$ cat src/rtl/packetizer_ta_pkg.sv
// rtl/packetizer_ta_pkg.sv - packet geometry constants and the flit packing function
package packetizer_ta_pkg;

    localparam int WIDTH_PKT_DEF        = 72;
    localparam int WIDTH_DATA_DEF       = 32;
    localparam int VC_ADDRESS_WIDTH_DEF = 1;
    localparam int ADDRESS_WIDTH_DEF    = 4;
    localparam int PACKETIZER_WIDTH_DEF = 4;
    localparam int TAG_WIDTH_DEF        = 5;

    localparam int HDR_W          = 3;
    localparam int FLIT_W         = WIDTH_PKT_DEF / PACKETIZER_WIDTH_DEF;
    localparam int HEAD_PAYLOAD_W = FLIT_W - HDR_W - ADDRESS_WIDTH_DEF
                                    - VC_ADDRESS_WIDTH_DEF - TAG_WIDTH_DEF;
    localparam int BODY_PAYLOAD_W = FLIT_W - HDR_W;

    // Upper bound on any packet or field width handled by pack_pkt.
    localparam int MAX_W = 256;
    typedef logic [MAX_W-1:0] wide_t;

    function automatic int payload_capacity(input int pkt_w, input int n,
                                            input int aw, input int vw, input int tw);
        return n * (pkt_w / n - HDR_W) - aw - vw - tw;
    endfunction

    // Returns the packet right-aligned in a wide_t; bit pkt_w-1 is the MSB of flit 0.
    // Payload bits are numbered k=0.. in stream order: dest, vc, tag, data, zero fill.
    function automatic wide_t pack_pkt(input wide_t data, input wide_t dest,
                                       input wide_t vc, input wide_t tag,
                                       input int pkt_w, input int n, input int dw,
                                       input int aw, input int vw, input int tw);
        wide_t pkt;
        int    flit_w;
        int    f;
        int    o;
        int    k;
        logic  b;
        pkt    = '0;
        flit_w = pkt_w / n;
        for (int p = 0; p < MAX_W; p++) begin
            if (p < pkt_w) begin
                f = p / flit_w;
                o = p % flit_w;
                k = f * (flit_w - HDR_W) + o - HDR_W;
                if (o == 0)                       b = 1'b1;
                else if (o == 1)                  b = (f == 0);
                else if (o == 2)                  b = (f == n - 1);
                else if (k < aw)                  b = dest[aw - 1 - k];
                else if (k < aw + vw)             b = vc[aw + vw - 1 - k];
                else if (k < aw + vw + tw)        b = tag[aw + vw + tw - 1 - k];
                else if (k < aw + vw + tw + dw)   b = data[aw + vw + tw + dw - 1 - k];
                else                              b = 1'b0;
                pkt[pkt_w - 1 - p] = b;
            end
        end
        return pkt;
    endfunction

endpackage

$ cat src/rtl/pkt_skid_fifo2.sv
// rtl/pkt_skid_fifo2.sv - 2-entry FIFO with registered input ready
module pkt_skid_fifo2
    import packetizer_ta_pkg::*;
#(
    parameter int WIDTH = 8
) (
    input  logic             clk_i,
    input  logic             rst_ni,
    input  logic [WIDTH-1:0] in_data_i,
    input  logic             in_valid_i,
    output logic             in_ready_o,
    output logic [WIDTH-1:0] out_data_o,
    output logic             out_valid_o,
    input  logic             out_ready_i
);

    logic [WIDTH-1:0] mem_q [2];
    logic             wr_ptr_q, wr_ptr_d;
    logic             rd_ptr_q, rd_ptr_d;
    logic [1:0]       count_q, count_d;
    logic             ready_q, ready_d;
    logic             push;
    logic             pop;

    // ready_q is only high below two entries, so a push can never overflow.
    assign push = in_valid_i && ready_q;
    assign pop  = out_valid_o && out_ready_i;

    always_comb begin
        wr_ptr_d = wr_ptr_q;
        rd_ptr_d = rd_ptr_q;
        count_d  = count_q;
        if (push) begin
            wr_ptr_d = ~wr_ptr_q;
        end
        if (pop) begin
            rd_ptr_d = ~rd_ptr_q;
        end
        case ({push, pop})
            2'b10:   count_d = count_q + 2'd1;
            2'b01:   count_d = count_q - 2'd1;
            default: count_d = count_q;
        endcase
        ready_d = (count_d < 2'd2);
    end

    always_ff @(posedge clk_i or negedge rst_ni) begin
        if (!rst_ni) begin
            wr_ptr_q <= 1'b0;
            rd_ptr_q <= 1'b0;
            count_q  <= 2'd0;
            ready_q  <= 1'b0;
        end else begin
            wr_ptr_q <= wr_ptr_d;
            rd_ptr_q <= rd_ptr_d;
            count_q  <= count_d;
            ready_q  <= ready_d;
        end
    end

    always_ff @(posedge clk_i) begin
        if (push) begin
            mem_q[wr_ptr_q] <= in_data_i;
        end
    end

    assign in_ready_o  = ready_q;
    assign out_valid_o = (count_q != 2'd0);
    assign out_data_o  = out_valid_o ? mem_q[rd_ptr_q] : '0;

endmodule

$ cat src/rtl/packetizer_ta.sv
// rtl/packetizer_ta.sv - packs data/dest/vc/tag into N flits and buffers them for the NoC
module packetizer_ta
    import packetizer_ta_pkg::*;
#(
    parameter int WIDTH_PKT        = 72,
    parameter int WIDTH_DATA       = 32,
    parameter int VC_ADDRESS_WIDTH = 1,
    parameter int ADDRESS_WIDTH    = 4,
    parameter int PACKETIZER_WIDTH = 4,
    parameter int TAG_WIDTH        = 5
) (
    input  logic                        clk,
    input  logic                        rst,
    input  logic [WIDTH_DATA-1:0]       data_in,
    input  logic [ADDRESS_WIDTH-1:0]    dest_in,
    input  logic [VC_ADDRESS_WIDTH-1:0] vc_in,
    input  logic [TAG_WIDTH-1:0]        tag_in,
    input  logic                        valid_in,
    output logic                        ready_out,
    output logic [WIDTH_PKT-1:0]        data_out,
    output logic                        valid_out,
    input  logic                        ready_in
);

    if (!(PACKETIZER_WIDTH == 1 || PACKETIZER_WIDTH == 2 || PACKETIZER_WIDTH == 4)
        || (WIDTH_PKT % PACKETIZER_WIDTH) != 0
        || WIDTH_PKT >= MAX_W
        || payload_capacity(WIDTH_PKT, PACKETIZER_WIDTH, ADDRESS_WIDTH,
                            VC_ADDRESS_WIDTH, TAG_WIDTH) < WIDTH_DATA) begin : g_geom_err
        $error("packetizer_ta: illegal packet geometry");
    end

    wide_t                pkt_wide;
    logic [WIDTH_PKT-1:0] pkt;
    logic                 unused_hi;

    // The word is packed before it enters the FIFO, so the output path is register-only.
    always_comb begin
        pkt_wide = pack_pkt(wide_t'(data_in), wide_t'(dest_in), wide_t'(vc_in), wide_t'(tag_in),
                            WIDTH_PKT, PACKETIZER_WIDTH, WIDTH_DATA,
                            ADDRESS_WIDTH, VC_ADDRESS_WIDTH, TAG_WIDTH);
    end

    assign pkt       = pkt_wide[WIDTH_PKT-1:0];
    assign unused_hi = ^pkt_wide[MAX_W-1:WIDTH_PKT];

    pkt_skid_fifo2 #(
        .WIDTH (WIDTH_PKT)
    ) u_fifo (
        .clk_i       (clk),
        .rst_ni      (rst),
        .in_data_i   (pkt),
        .in_valid_i  (valid_in),
        .in_ready_o  (ready_out),
        .out_data_o  (data_out),
        .out_valid_o (valid_out),
        .out_ready_i (ready_in)
    );

endmodule

$ cat config.mk
export PLATFORM = sky130hd
export DESIGN_NAME = packetizer_ta
export DESIGN_NICKNAME = d
export VERILOG_FILES = /design/src/rtl/packetizer_ta_pkg.sv /design/src/rtl/pkt_skid_fifo2.sv /design/src/rtl/packetizer_ta.sv
export SDC_FILE = /design/constraint.sdc
export NUM_CORES = 1
export LEC_CHECK = 0
export ABC_AREA = 1
export BUFFER_PORTS_ARGS = -buffer_cell sky130_fd_sc_hd__buf_2
export CAP_MARGIN = 20
export CORE_ASPECT_RATIO = 2
export CORE_UTILIZATION = 40
export CTS_BUF_LIST = sky130_fd_sc_hd__clkbuf_2
export CTS_CLUSTER_DIAMETER = 60
export DETAILED_ROUTE_END_ITERATION = 16
export PLACE_DENSITY_LB_ADDON = 0.05
export SYNTH_ARGS = -nofsm -noshare
export SYNTH_HDL_FRONTEND = slang
export SYNTH_SLANG_ARGS = --single-unit
export TNS_END_PERCENT = 20
$ cat constraint.sdc
create_clock -name clk -period 2.9 [get_ports clk]
set_input_delay 0.58 -clock clk [delete_from_list [all_inputs] [get_ports clk]]
set_output_delay 0.58 -clock clk [all_outputs]
set_load 0.02 [all_outputs]
; ---- Yosys cells after proc, flatten, opt, wreduce, memory -nomap -nowiden
; Memory sizes are Yosys's and may differ from the RTL's.
; Index checks and enable logic that the tools add are counted.
[word_totals]
memories = 1
ram_bits = 84
ff_bits = 5
elab_cells = 19
in_bits = 46
[memory_table]
columns = name, depth, width, read_ports, rd_ports_with_merged_regs, write_ports, line_no
row1 = u_fifo.mem_q, 2, 42, 1, 0, 1, pkt_skid_fifo2.sv:17  ; logic [WIDTH-1:0] mem_q [2];
[classes]
order_cmp = 1
n_mux = 4
addsub = 2
bitwise_logic = 2
reduce_logical = 3
eq_ne = 2
[op_table]
columns = op, count
row1 = 2-to-1 mux 72 bit, 1
row2 = case mux 2 bit (2 select lines), 1
row3 = "adder 2 x 1 -> 2 bit, second input constant", 1
row4 = "== test 2 x 1 -> 1 bit, second input constant", 1
row5 = "== test 2 bit, second input constant", 1
row6 = logical AND 1 bit, 2
row7 = "less-than comparator 2 bit, second input constant", 1
row8 = 2-to-1 mux 1 bit, 2
row9 = NOT 1 bit, 2
row10 = nonzero test 2 bit, 1
row11 = "subtractor 2 x 1 -> 2 bit, second input constant", 1

; ---- Longest topological paths before layout
; Gate-level depths: netlist of run 1.
[logic_depth]
word_depth = 5
ltp_mapped = 9
depth_no_buf = 9

; ---- By module
; A second synthesis of run 1 with hierarchy kept.
[unflattened]
hier_cells = 414
hier_area_um2 = 5990.7
[modules_own_cells]
columns = module, seq_area_each_um2, instances, area_per_inst_um2, cells_per_inst
row1 = pkt_skid_fifo2, 4449.3, 1, 5983.2, 412
row2 = packetizer_ta, 0.0, 1, 7.5, 2

; ---- Worst setup path before layout of run 1
; No wires, ideal clock.
[synth_path]
kind = input-to-reg
start = input valid_in
end = memory u_fifo.mem_q[0][0] (netlist name) (enable)
stages = 2
setup_slack_ps = -10
path_buffers = 0
arrival_ps = 2468
cell_sequence = nand2_1 -> nor2_1
[synth_between]
elab_chain_len = 3
[synth_lines]
columns = item, line_no
row1 = "start, declared", packetizer_ta.sv:18  ; input logic valid_in,
row2 = logical AND 1 bit, pkt_skid_fifo2.sv:26  ; assign push = in_valid_i && ready_q;
row3 = 2-to-1 mux 1 bit, pkt_skid_fifo2.sv:62  ; if (push) begin
row4 = 2-to-1 mux 1 bit (not written as such), pkt_skid_fifo2.sv:63  ; mem_q[wr_ptr_q] <= in_data_i;
row5 = "end, declared", pkt_skid_fifo2.sv:17
; No other way between the ends.

; ---- Worst setup path in the final report of run 1
[layout_path]
start = register u_fifo.rd_ptr_q
end = output data_out[65]
[layout_between]
elab_chain_len = 2
[layout_lines]
columns = item, line_no
row1 = "start, declared", pkt_skid_fifo2.sv:19  ; logic rd_ptr_q, rd_ptr_d;
row2 = "start signal, assigned", pkt_skid_fifo2.sv:55  ; rd_ptr_q <= rd_ptr_d;
row3 = memory read (2 x 42 bit), --
row4 = 2-to-1 mux 72 bit, pkt_skid_fifo2.sv:69  ; assign out_data_o = out_valid_o ? mem_q[rd_ptr_q] : '0;
row5 = "end, declared", packetizer_ta.sv:20  ; output logic [WIDTH_PKT-1:0] data_out,
; No other way between the ends.

==> results of run 1 <==
==> cell usage after synthesis <==
| master | count |
|---|---|
| conb_1 | 1 |
| nor2_2 | 1 |
| a21oi_1 | 42 |
| dfrtp_1 | 5 |
| nand2_1 | 89 |
| inv_1 | 7 |
| nand4_1 | 1 |
| inv_2 | 1 |
| clkinv_2 | 1 |
| nand3_1 | 1 |
| nor2_1 | 2 |
| buf_2 | 8 |
| buf_4 | 35 |
| xor2_1 | 2 |
| edfxtp_1 | 84 |
| ha_1 | 1 |
| xnor2_1 | 1 |
| nor2_4 | 1 |
==> area by class of cell <==
class,count,area [µm²],area share
Multi-Input combinational cell,165,724,0.175
Clock inverter,4,22.5,0.00545
Timing Repair Buffer,100,515,0.125
Tap cell,100,125,0.0303
Inverter,9,35.0,0.00848
Sequential cell,89,2650,0.641
Clock buffer,12,60.1,0.0145
==> report_power, final <==
| part | total, mW | internal [mW] | switching (mW) |
|---|---|---|---|
| sequential | 1.79 | 1.72 | 0.0785 |
| clock | 0.491 | 0.120 | 0.371 |
| combinational | 2.01 | 0.557 | 1.45 |
==> cell usage in the layout (no fill, tap or decap) <==
master and n:
edfxtp_1 84, nor2_2 1, ha_1 1, nand4_1 1, dfrtp_2 1, clkinv_2 4
nand3_1 1, xor2_1 2, inv_1 7, nor2_4 3, clkbuf_2 12, buf_2 95
buf_4 4, conb_1 24, xnor2_1 1, dlygate4sd3_1 1, dfrtp_1 4, a21oi_1 42
inv_2 1, clkinvlp_4 1, nand2_1 89
==> metal layers <==
layer / part of all wire / GRT usage
met5: 0 / 0
met1: 0.38 / 0.156
met3: 0.043 / 0.0297
met2: 0.55 / 0.251
met4: 0.028 / 0.0986
==> logic make-up (layout without fill, tap and decap cells) <==
group	after synthesis	in the layout	synth area share
other	1	24	0.00104
adders and majority gates	1	1	0.00347
AOI/OAI and AO/OA	42	42	0.0583
buffers and inverters	52	125	0.0936
and+or+nand+nor	95	95	0.103
xor gates and xnor gates	3	3	0.00728
DFF	89	89	0.734
==> stage by stage <==
| step | total power [mW] | TNS [ns] |
|---|---|---|
| floorplan | 3.30 | -0.813 |
| global placement | 3.86 | 0 |
| detailed placement | 3.88 | 0 |
| CTS | 4.37 | 0 |
| global route | 4.56 | 0 |
| finish | 4.29 | 0 |
==> sequential cells by signal, summed over array words and instances, names as in the netlist, named ones only <==
signal,flops
u_fifo.wr_ptr_q,1
u_fifo.count_q,1
u_fifo.rd_ptr_q,1
u_fifo.mem_q,84
u_fifo.in_ready_o,1
==> worst min-delay path by stage <==
stage                                         end  slack, ns  cells past startpoint
floorplan                               async pin       0.28                      0
global placement    u_fifo.count_q[0]$_DFFE_PN0N_       0.40                      1
detailed placement  u_fifo.count_q[0]$_DFFE_PN0N_       0.41                      1
CTS                  u_fifo.mem_q[1][5]$_DFFE_PP_       0.17                      1
global route         u_fifo.mem_q[1][5]$_DFFE_PP_       0.16                      1
finish               u_fifo.mem_q[1][3]$_DFFE_PP_       0.24                      1
==> timing repair <==
action	in CTS	in global routing
hold buffers	1	0
resized for setup	0	0
endpoints found under the hold margin	5	0
==> critical path, delay by kind of cell (launching register included) <==
kind	cells	cell delay (ns)
and+or+nand+nor	1	0.11
DFF	1	0.45
buffers and inverters	2	0.65
AOI/OAI and AO/OA	1	0.24
==> summary.md, run 1 <==
| Metric | Value |
|---|---|
| Status | `finished, final reports clean` |
| Area grow syn2layout | `14.5%` |
| Syn. warnings | `0` |
| Post-Place Cells | `about 460` |
| Worst-case clock buffer depth | `2` |
| Slowest stage cell, crit path | `dfrtp_2` |
| Initial Util | `0.414` |
| Post-synth top area cell | `edfxtp_1` |
| Die X-Extent | `69.2 µm` |
| CTS Buf Count | `9` |
| Crit-path max FO | `42` |
| Setup crit start kind | `flop` |
| Peak VDD IR | `slightly below 0.5 mV` |
| Post-route ant nets | `0` |
| H-tree Lvls | `3` |
| Via count of the routed design | `2204` |
| Core area | `8710 µm²` |
| # port buffers | `95` |
| LEAKAGE | `1.73 nW` |
| First-pass DRT Iterations | `4` |
| Final Cell Area | `4130 µm²` |
| Worst EP arrival | `1.95 ns` |
| Reg2reg start | `u_fifo.count_q[0]$_DFFE_PN0N_` |
| Post-DP Area | `just over 4000 µm²` |
| Fin crit share | `0.871` |
| Vias in the first global route | `2033` |
| Worst path max stage delay | `around 0.45 ns` |
| Grt ovf | `0` |
| Final WS setup | `approximately 0.37 ns` |
| Routability cong. | `0.724` |
| Slew @ Worst Pin | `~0.63 ns` |
| # Post-CTS Setup Buffers | `0` |
| Share of cells above drive strength 1 | `0.322` |
| Top achievable clock speed | `just under 0.4 GHz` |
| WL final | `6.72 mm` |
| Pin count of the biggest net entering global routing | `45` |
| Synthesized cell area | `3610 µm²` |
| Post-Syn Instances | `around 280` |
| Clock Skews | `0.0214 ns` |
| HP Class | `input pin to flop` |
| Chip height | `around 140 µm` |
| DR DRC count | `0` |
| Crit Path Category | `flop to output port` |
| RSZ-0062 raised after global routing | `false` |
| Setup WS pre-CTS | `around 0.9 ns` |
| PwrDens | `1040 nW/µm²` |
| Reg-to-reg slack, setup | `1.08 ns` |
| GRT Resource Usage Total | `0.144` |
| Register-to-Register Path Depth | `8` |
| CTS tree | `yes` |
| Cell Count, Final, Fillers Out | `479` |
| Clock Tree Root | `clkbuf_2` |
| Crit path from | `u_fifo.rd_ptr_q$_DFFE_PN0P_` |
| Dominant cells by area after synthesis | `edfxtp_1 (70%), nand2_1 (9.3%), buf_4 (7.3%), a21oi_1 (5.8%), dfrtp_1 (3.5%)` |
| Die Footprint | `9430 µm²` |
| Clock Latency Late Sink | `0.50 ns` |
| First-pass GRT wire length | `9.96 mm` |
| Final Net Count | `about 420` |
| Drt first-iter violations | `83` |
| Filler Cell Count | `800` |
| Slew Viols, Final | `0` |
| Max Cap Violations | `0` |
| Hold Crit Start | `data_in[3]` |
| Clk pin slew, worst setup/hold paths | `0.22 ns` |
| Final Core Density | `0.474` |
| Hold WS | `0.244 ns` |
| Syn_area_per_cell | `12.8 µm²` |
| RR Endpoint | `u_fifo.in_ready_o$_DFF_PN0_` |
| Critical Path End Type | `output port` |
| Tmin final | `2.53 ns` |
| Crit path capture | `data_out[65]` |
| Netlist cell types | `18` |
| CP cell instances | `clkinv_2 > nand2_1 > a21oi_1 > buf_2` |
| Fin. Hold Viols | `0` |
| Final HPWL DP | `roughly 4 mm` |
| FF+latch count, synth | `89` |
| Vias per cell | `4.60` |
| Antenna diode count | `0` |
| Req. time, crit path | `2.32 ns` |
| Slew HR | `0.581` |
| Initial antenna violation count | `0` |
| Sink Count | `around 90` |
| Seq/Total Area, Yosys | `0.734` |
| Drt wl/cell | `14.0 µm` |
| I/O pin count | `120` |
| Std cell rows | `48` |
| Final setup violation count | `0` |
| Yosys top cell area share | `0.699` |
No activity file was read; power rests on OpenSTA's default activity.
==> inputs of run 2 (changes only) <==
- RECOVER_POWER: default -> 100
==> run 2 against run 1 <==
Effect of this change:
- wire length rose by 0.12%
- clock power barely moved
- core utilization fell by 1.1 points
- highest routed layer unchanged
- sequential power barely moved
- via count did not move
==> summary.md, run 2 (same netlist as run 1, synthesis figures left out) <==
| Metric | Value |
|---|---|
| Share of cells above drive strength 1 | `0.129` |
| # Post-CTS Setup Buffers | `0` |
| Final Net Count | `between 400 and 500` |
| Power share of the clock group | `0.117` |
| Tmin final | `2.59 ns` |
| DR DRC count | `0` |
| Clock Latency Late Sink | `0.50 ns` |
| WL final | `roughly 6.7 mm` |
| Initial Util | `0.414` |
| Reg-to-reg slack, setup | `between 0.9 and 1 ns` |
| I/O pin count | `120` |
| Chip height | `between 100 and 150 µm` |
| Req. time, crit path | `2.32 ns` |
| Max Cap Violations | `0` |
| HP Class | `input pin to flop` |
| Combinational share of power | `0.453` |
| Initial antenna violation count | `0` |
| Hold Crit Depth | `1` |
| Hold EP | `u_fifo.mem_q[1][3]$_DFFE_PP_` |
| Crit-path max FO | `42` |
| Worst-case clock buffer depth | `2` |
| Sink Count | `89` |
| Register-to-Register Path Depth | `3` |
| Clock Tree Root | `clkbuf_2` |
| Via count of the routed design | `2204` |
| PostCTS Resize Cnt | `0` |
| Slew HR | `0.231` |
| Status | `finished, final reports clean` |
| Slew @ Worst Pin | `1.15 ns` |
| Reg2reg start | `u_fifo.in_ready_o$_DFF_PN0_` |
| Uppermost layer routed | `met4` |
| Crit Path Category | `flop to output port` |
| Cell-internal power | `2.28 mW` |
| Setup crit start kind | `flop` |
| Worst path max stage delay | `0.45 ns` |
| Fin crit share | `0.892` |
| First-pass DRT Iterations | `4` |
| RR Endpoint | `u_fifo.mem_q[0][26]$_DFFE_PP_` |
| Routability cong. | `0.724` |
| CTS tree | `yes` |
| CTS Buf Count | `9` |
| Slowest stage cell, crit path | `dfrtp_2` |
| RSZ-0062 raised after global routing | `false` |
| Drt wl/cell | `14.0 µm` |
| Largest register FFs | `84` |
| Pin count of the biggest net entering global routing | `45` |
| Tot Pwr | `4.19 mW` |
| Std cell rows | `48` |
| Final HPWL DP | `4.00 mm` |
| Area grow syn2layout | `11.8%` |
| Switch share | `0.456` |
| Peak VDD IR | `0.486 mV` |
| Hold WS | `between 0.2 and 0.25 ns` |
| Psw | `around 1.9 mW` |
| PwrDens | `1040 nW/µm²` |
| Drt first-iter violations | `about 90` |
| First-pass GRT wire length | `9.96 mm` |
| Post-route setup TNS | `0 ns` |
| Antenna diode count | `0` |
| Top achievable clock speed | `slightly below 0.4 GHz` |
| LEAKAGE | `1.50 nW` |
| Clk pin slew, worst setup/hold paths | `0.22 ns` |
| Met1 WL | `between 2 and 3 mm` |
| # port buffers | `95` |
| Grt ovf | `0` |
| Final Core Density | `0.463` |
| Metal3 WL | `295 µm` |
| Register bank with the most flops | `u_fifo.mem_q` |
| Vias in the first global route | `approximately 2.0k` |
| Hold Crit Start | `data_in[3]` |
| Die X-Extent | `69.2 µm` |
| Post-route ant nets | `0` |
| CP cell instances | `clkinv_2 > nand2_1 > a21oi_1 > clkbuf_1` |
| H-tree Lvls | `3` |
| Clock Skews | `0.0191 ns` |
| Sequential Power Share | `0.430` |
| Slew Viols, Final | `0` |
| Final setup violation count | `0` |
| GRT Resource Usage Total | `0.144` |
| Fin. Hold Viols | `0` |
| Worst EP arrival | `2.01 ns` |
| Vias per cell | `4.60` |
| Critical Path End Type | `output port` |
| Die Footprint | `9430 µm²` |
| Core area | `8710 µm²` |
| Most common cell after layout, fill and taps aside | `nand2_1` |
| Met2 WL post-DR | `3.65 mm` |
| Most frequent cells in the layout | `nand2_1 (89), edfxtp_1 (84), clkbuf_1 (71)` |
run 2: timing repair:
item,in CTS,in global routing
setup endpoints to repair,0,0
endpoints found under the hold margin,5,0
hold buffers,1,0
run 2: power by group through the flow:
| stage | sequential [mW] | combinational (mW) | clock, mW |
|---|---|---|---|
| finish | 1.80 | 1.90 | 0.491 |
| CTS | 1.80 | 2.05 | 0.517 |
| global placement | 1.82 | 2.04 | 0 |
| global route | 1.83 | 2.08 | 0.553 |
| detailed placement | 1.83 | 2.05 | 0 |
| floorplan | 1.83 | 1.47 | 0 |
run 2: metrics by stage:
step	area, µm²	instances	setup slack, ns
2_1_floorplan	3690	306	-0.00967
3_3_place_gp	4040	462	0.910
3_5_place_dp	4040	462	0.904
4_1_cts	4130	479	0.277
5_1_grt	4040	479	0.0898
6_report	4040	479	0.313
run 2: per-layer routing:
layer  vias up  track usage
li1       1091            -
met1      1016        0.156
met2        83        0.251
met3        14       0.0297
met4         0       0.0986
met5         -            0
run 2: worst max-delay path by stage:
stage / from / end / slack [ns] / cells after the start
after global placement: u_fifo.rd_ptr_q$_DFFE_PN0P_ / data_out[39] / 0.91 / 4
final: u_fifo.rd_ptr_q$_DFFE_PN0P_ / data_out[65] / 0.31 / 4
after detailed placement: u_fifo.rd_ptr_q$_DFFE_PN0P_ / data_out[22] / 0.90 / 4
after CTS: u_fifo.rd_ptr_q$_DFFE_PN0P_ / data_out[22] / 0.28 / 4
after floorplan: valid_in / u_fifo.mem_q[0][0]$_DFFE_PP_ / -0.01 / 2
after global routing: u_fifo.rd_ptr_q$_DFFE_PN0P_ / data_out[30] / 0.09 / 4
run 2: final cells by class:
cell class	count	area, µm²
fill	831	4670
sequential	89	2650
multi-input combinational	165	722
timing repair buffer	100	422
tap	100	125
clock buffer	12	60.1
inverter	9	35.0
clock inverter	4	22.5
run 2: critical path, delay by kind of cell, from the launching register on:
family	cells	cell delay, ns
flip-flops	1	0.45
AO/OA/AOI/OAI	1	0.25
AND/OR/NAND/NOR	1	0.11
buffers and inverters	2	0.71
==> inputs of run 3 (changes only) <==
- PLACE_DENSITY: default -> 0.65
- PLACE_DENSITY_LB_ADDON: 0.05 -> default
- clock period: 2.9 -> 2.4 ns (I/O delays scaled with it)
==> run 3 against run 2 <==
Effect of this change:
- non-clock buffer count up 5
- die area unchanged
- via count up 4.9%
- final cell count up 1.5%
- combinational power up 30%
- clock power up 71%
- critical path depth unchanged
- setup slack worse by 0.17 ns
- first-iteration DRC count down 3.4%
- core utilization up 1.8 points
- flip-flop and latch count unchanged
- register-to-register slack worse by 0.69 ns
- highest routed layer unchanged
==> summary.md, run 3 (same netlist as run 1, synthesis figures left out) <==
| Metric | Value |
|---|---|
| Slew Viols, Final | `0` |
| # port buffers | `95` |
| Std cell rows | `48` |
| # Post-CTS Setup Buffers | `0` |
| Final Cell Area | `4190 µm²` |
| Most frequent cells in the layout | `nand2_1 (89), edfxtp_1 (84), clkbuf_2 (50)` |
| CTS tree | `yes` |
| HP Class | `input pin to flop` |
| LEAKAGE | `~1.7 nW` |
| Clock Tree Root | `clkbuf_2` |
| First-pass DRT Iterations | `5` |
| Slew HR | `0.371` |
| Peak VDD IR | `0.518 mV` |
| Initial antenna violation count | `1` |
| Fin crit share | `0.942` |
| Routability cong. | `0.771` |
| Critical Path End Type | `output port` |
| I/O pin count | `120` |
| Post-route ant nets | `0` |
| Crit Path Category | `flop to output port` |
| RSZ-0062 raised after global routing | `false` |
| Vias in the first global route | `2295` |
| PwrDens | `~1300 nW/µm²` |
| Vias per cell | `4.76` |
| Post-DP Area | `4080 µm²` |
| Final HPWL DP | `just under 5 mm` |
| Tot Pwr | `5.49 mW` |
| Initial Util | `0.414` |
| Final Core Density | `0.481` |
| Fin. Hold Viols | `0` |
| Final setup violation count | `0` |
| Final Net Count | `427` |
| Die Footprint | `9430 µm²` |
| Worst-case clock buffer depth | `2` |
| Largest register FFs | `84` |
| Core area | `8710 µm²` |
| Hold WS | `0.0987 ns` |
| Die X-Extent | `69.2 µm` |
| Share of cells above drive strength 1 | `0.257` |
| Tmin final | `2.26 ns` |
| Worst EP arrival | `1.78 ns` |
| Req. time, crit path | `1.92 ns` |
| First-pass GRT wire length | `between 10 and 15 mm` |
| Filler Cell Count | `805` |
| Area grow syn2layout | `16.1%` |
| DR DRC count | `0` |
| Crit-path max FO | `43` |
| Max Cap Violations | `0` |
| Register bank with the most flops | `u_fifo.mem_q` |
| Clock Latency Late Sink | `0.53 ns` |
| Clk pin slew, worst setup/hold paths | `0.24 ns` |
| Drt first-iter violations | `85` |
| Sink Count | `89` |
| WL final | `7.24 mm` |
| Pin count of the biggest net entering global routing | `44` |
| GRT Resource Usage Total | `0.157` |
| Via count of the routed design | `2312` |
| Drt wl/cell | `14.9 µm` |
| Setup crit start kind | `flop` |
| H-tree Lvls | `3` |
| Chip height | `136 µm` |
| CTS Buf Count | `9` |
| Slew @ Worst Pin | `between 0.9 and 1 ns` |
| Grt ovf | `0` |
| Status | `finished, final reports clean` |
| Most common cell after layout, fill and taps aside | `nand2_1` |
| Top achievable clock speed | `0.442 GHz` |
| Clock Skews | `0.0204 ns` |
-- run 3: power by group --
| part | switching [mW] | internal [mW] | total, mW |
|---|---|---|---|
| clock network | 0.492 | 0.347 | 0.840 |
| logic | 1.76 | 0.708 | 2.47 |
| registers | 0.105 | 2.07 | 2.18 |
| total | 2.36 | 3.13 | 5.49 |
-- run 3: path summary, 6_finish.rpt --
kind,cells after the start,slack (ns),end,startpoint
worst max-delay path,4,0.14,data_out[55],u_fifo.rd_ptr_q$_DFFE_PN0P_
worst min-delay path,1,0.1,u_fifo.mem_q[1][15]$_DFFE_PP_,data_in[15]
worst max register to register,3,0.23,u_fifo.mem_q[0][6]$_DFFE_PP_,u_fifo.in_ready_o$_DFF_PN0_
worst min register to register,1,0.54,u_fifo.count_q[0]$_DFFE_PN0N_,u_fifo.count_q[0]$_DFFE_PN0N_
max in group asynchronous,2,1.87,u_fifo.rd_ptr_q$_DFFE_PN0P_,rst
min in group asynchronous,2,0.29,u_fifo.in_ready_o$_DFF_PN0_,rst
-- run 3: timing repair --
action                     CTS  global route
setup endpoints to repair   24            44
hold buffers                 1             0
cloned                       0             1
hold endpoints to repair     5             0
gates resized for setup      2             5
pin swaps                    0             0
-- run 3: through the flow --
step	setup TNS [ns]	std cells	setup WS, ns
after floorplan	-34.56	306	-0.411
after global placement	0	467	0.611
after detailed placement	0	467	0.557
after CTS	0	484	0.00414
after global routing	0	486	0.00871
final	0	486	0.138
-- run 3: layer usage --
layer  share of wire  routed length [µm]  vias up  GRT usage
li1                -                   -     1109          -
met1            0.36                2630     1100      0.152
met2            0.56                4060       89      0.289
met3           0.049                 353       14     0.0408
met4           0.029                 208        0     0.0975
met5               0                   0        -          0
-- run 3: critical path, stage by stage (launching register included) --
cell and delay [ns]:
dfrtp_2 0.50, buf_12 0.24, nand2_1 0.08, a21oi_1 0.22, clkbuf_2 0.21
-- run 3: cell type report --
| cell class | instances | area [µm²] | area share |
|---|---|---|---|
| repair buffers | 105 | 532 | 0.127 |
| flip-flops and latches | 89 | 2650 | 0.632 |
| diodes | 1 | 2.50 | 0.000597 |
| well taps | 100 | 125 | 0.0299 |
| clock inverters | 7 | 92.6 | 0.0221 |
| repair inverters | 1 | 5.00 | 0.00119 |
| multi-input cells | 165 | 699 | 0.167 |
| clock buffers | 9 | 45.0 | 0.0108 |
| inverters | 9 | 38.8 | 0.00926 |
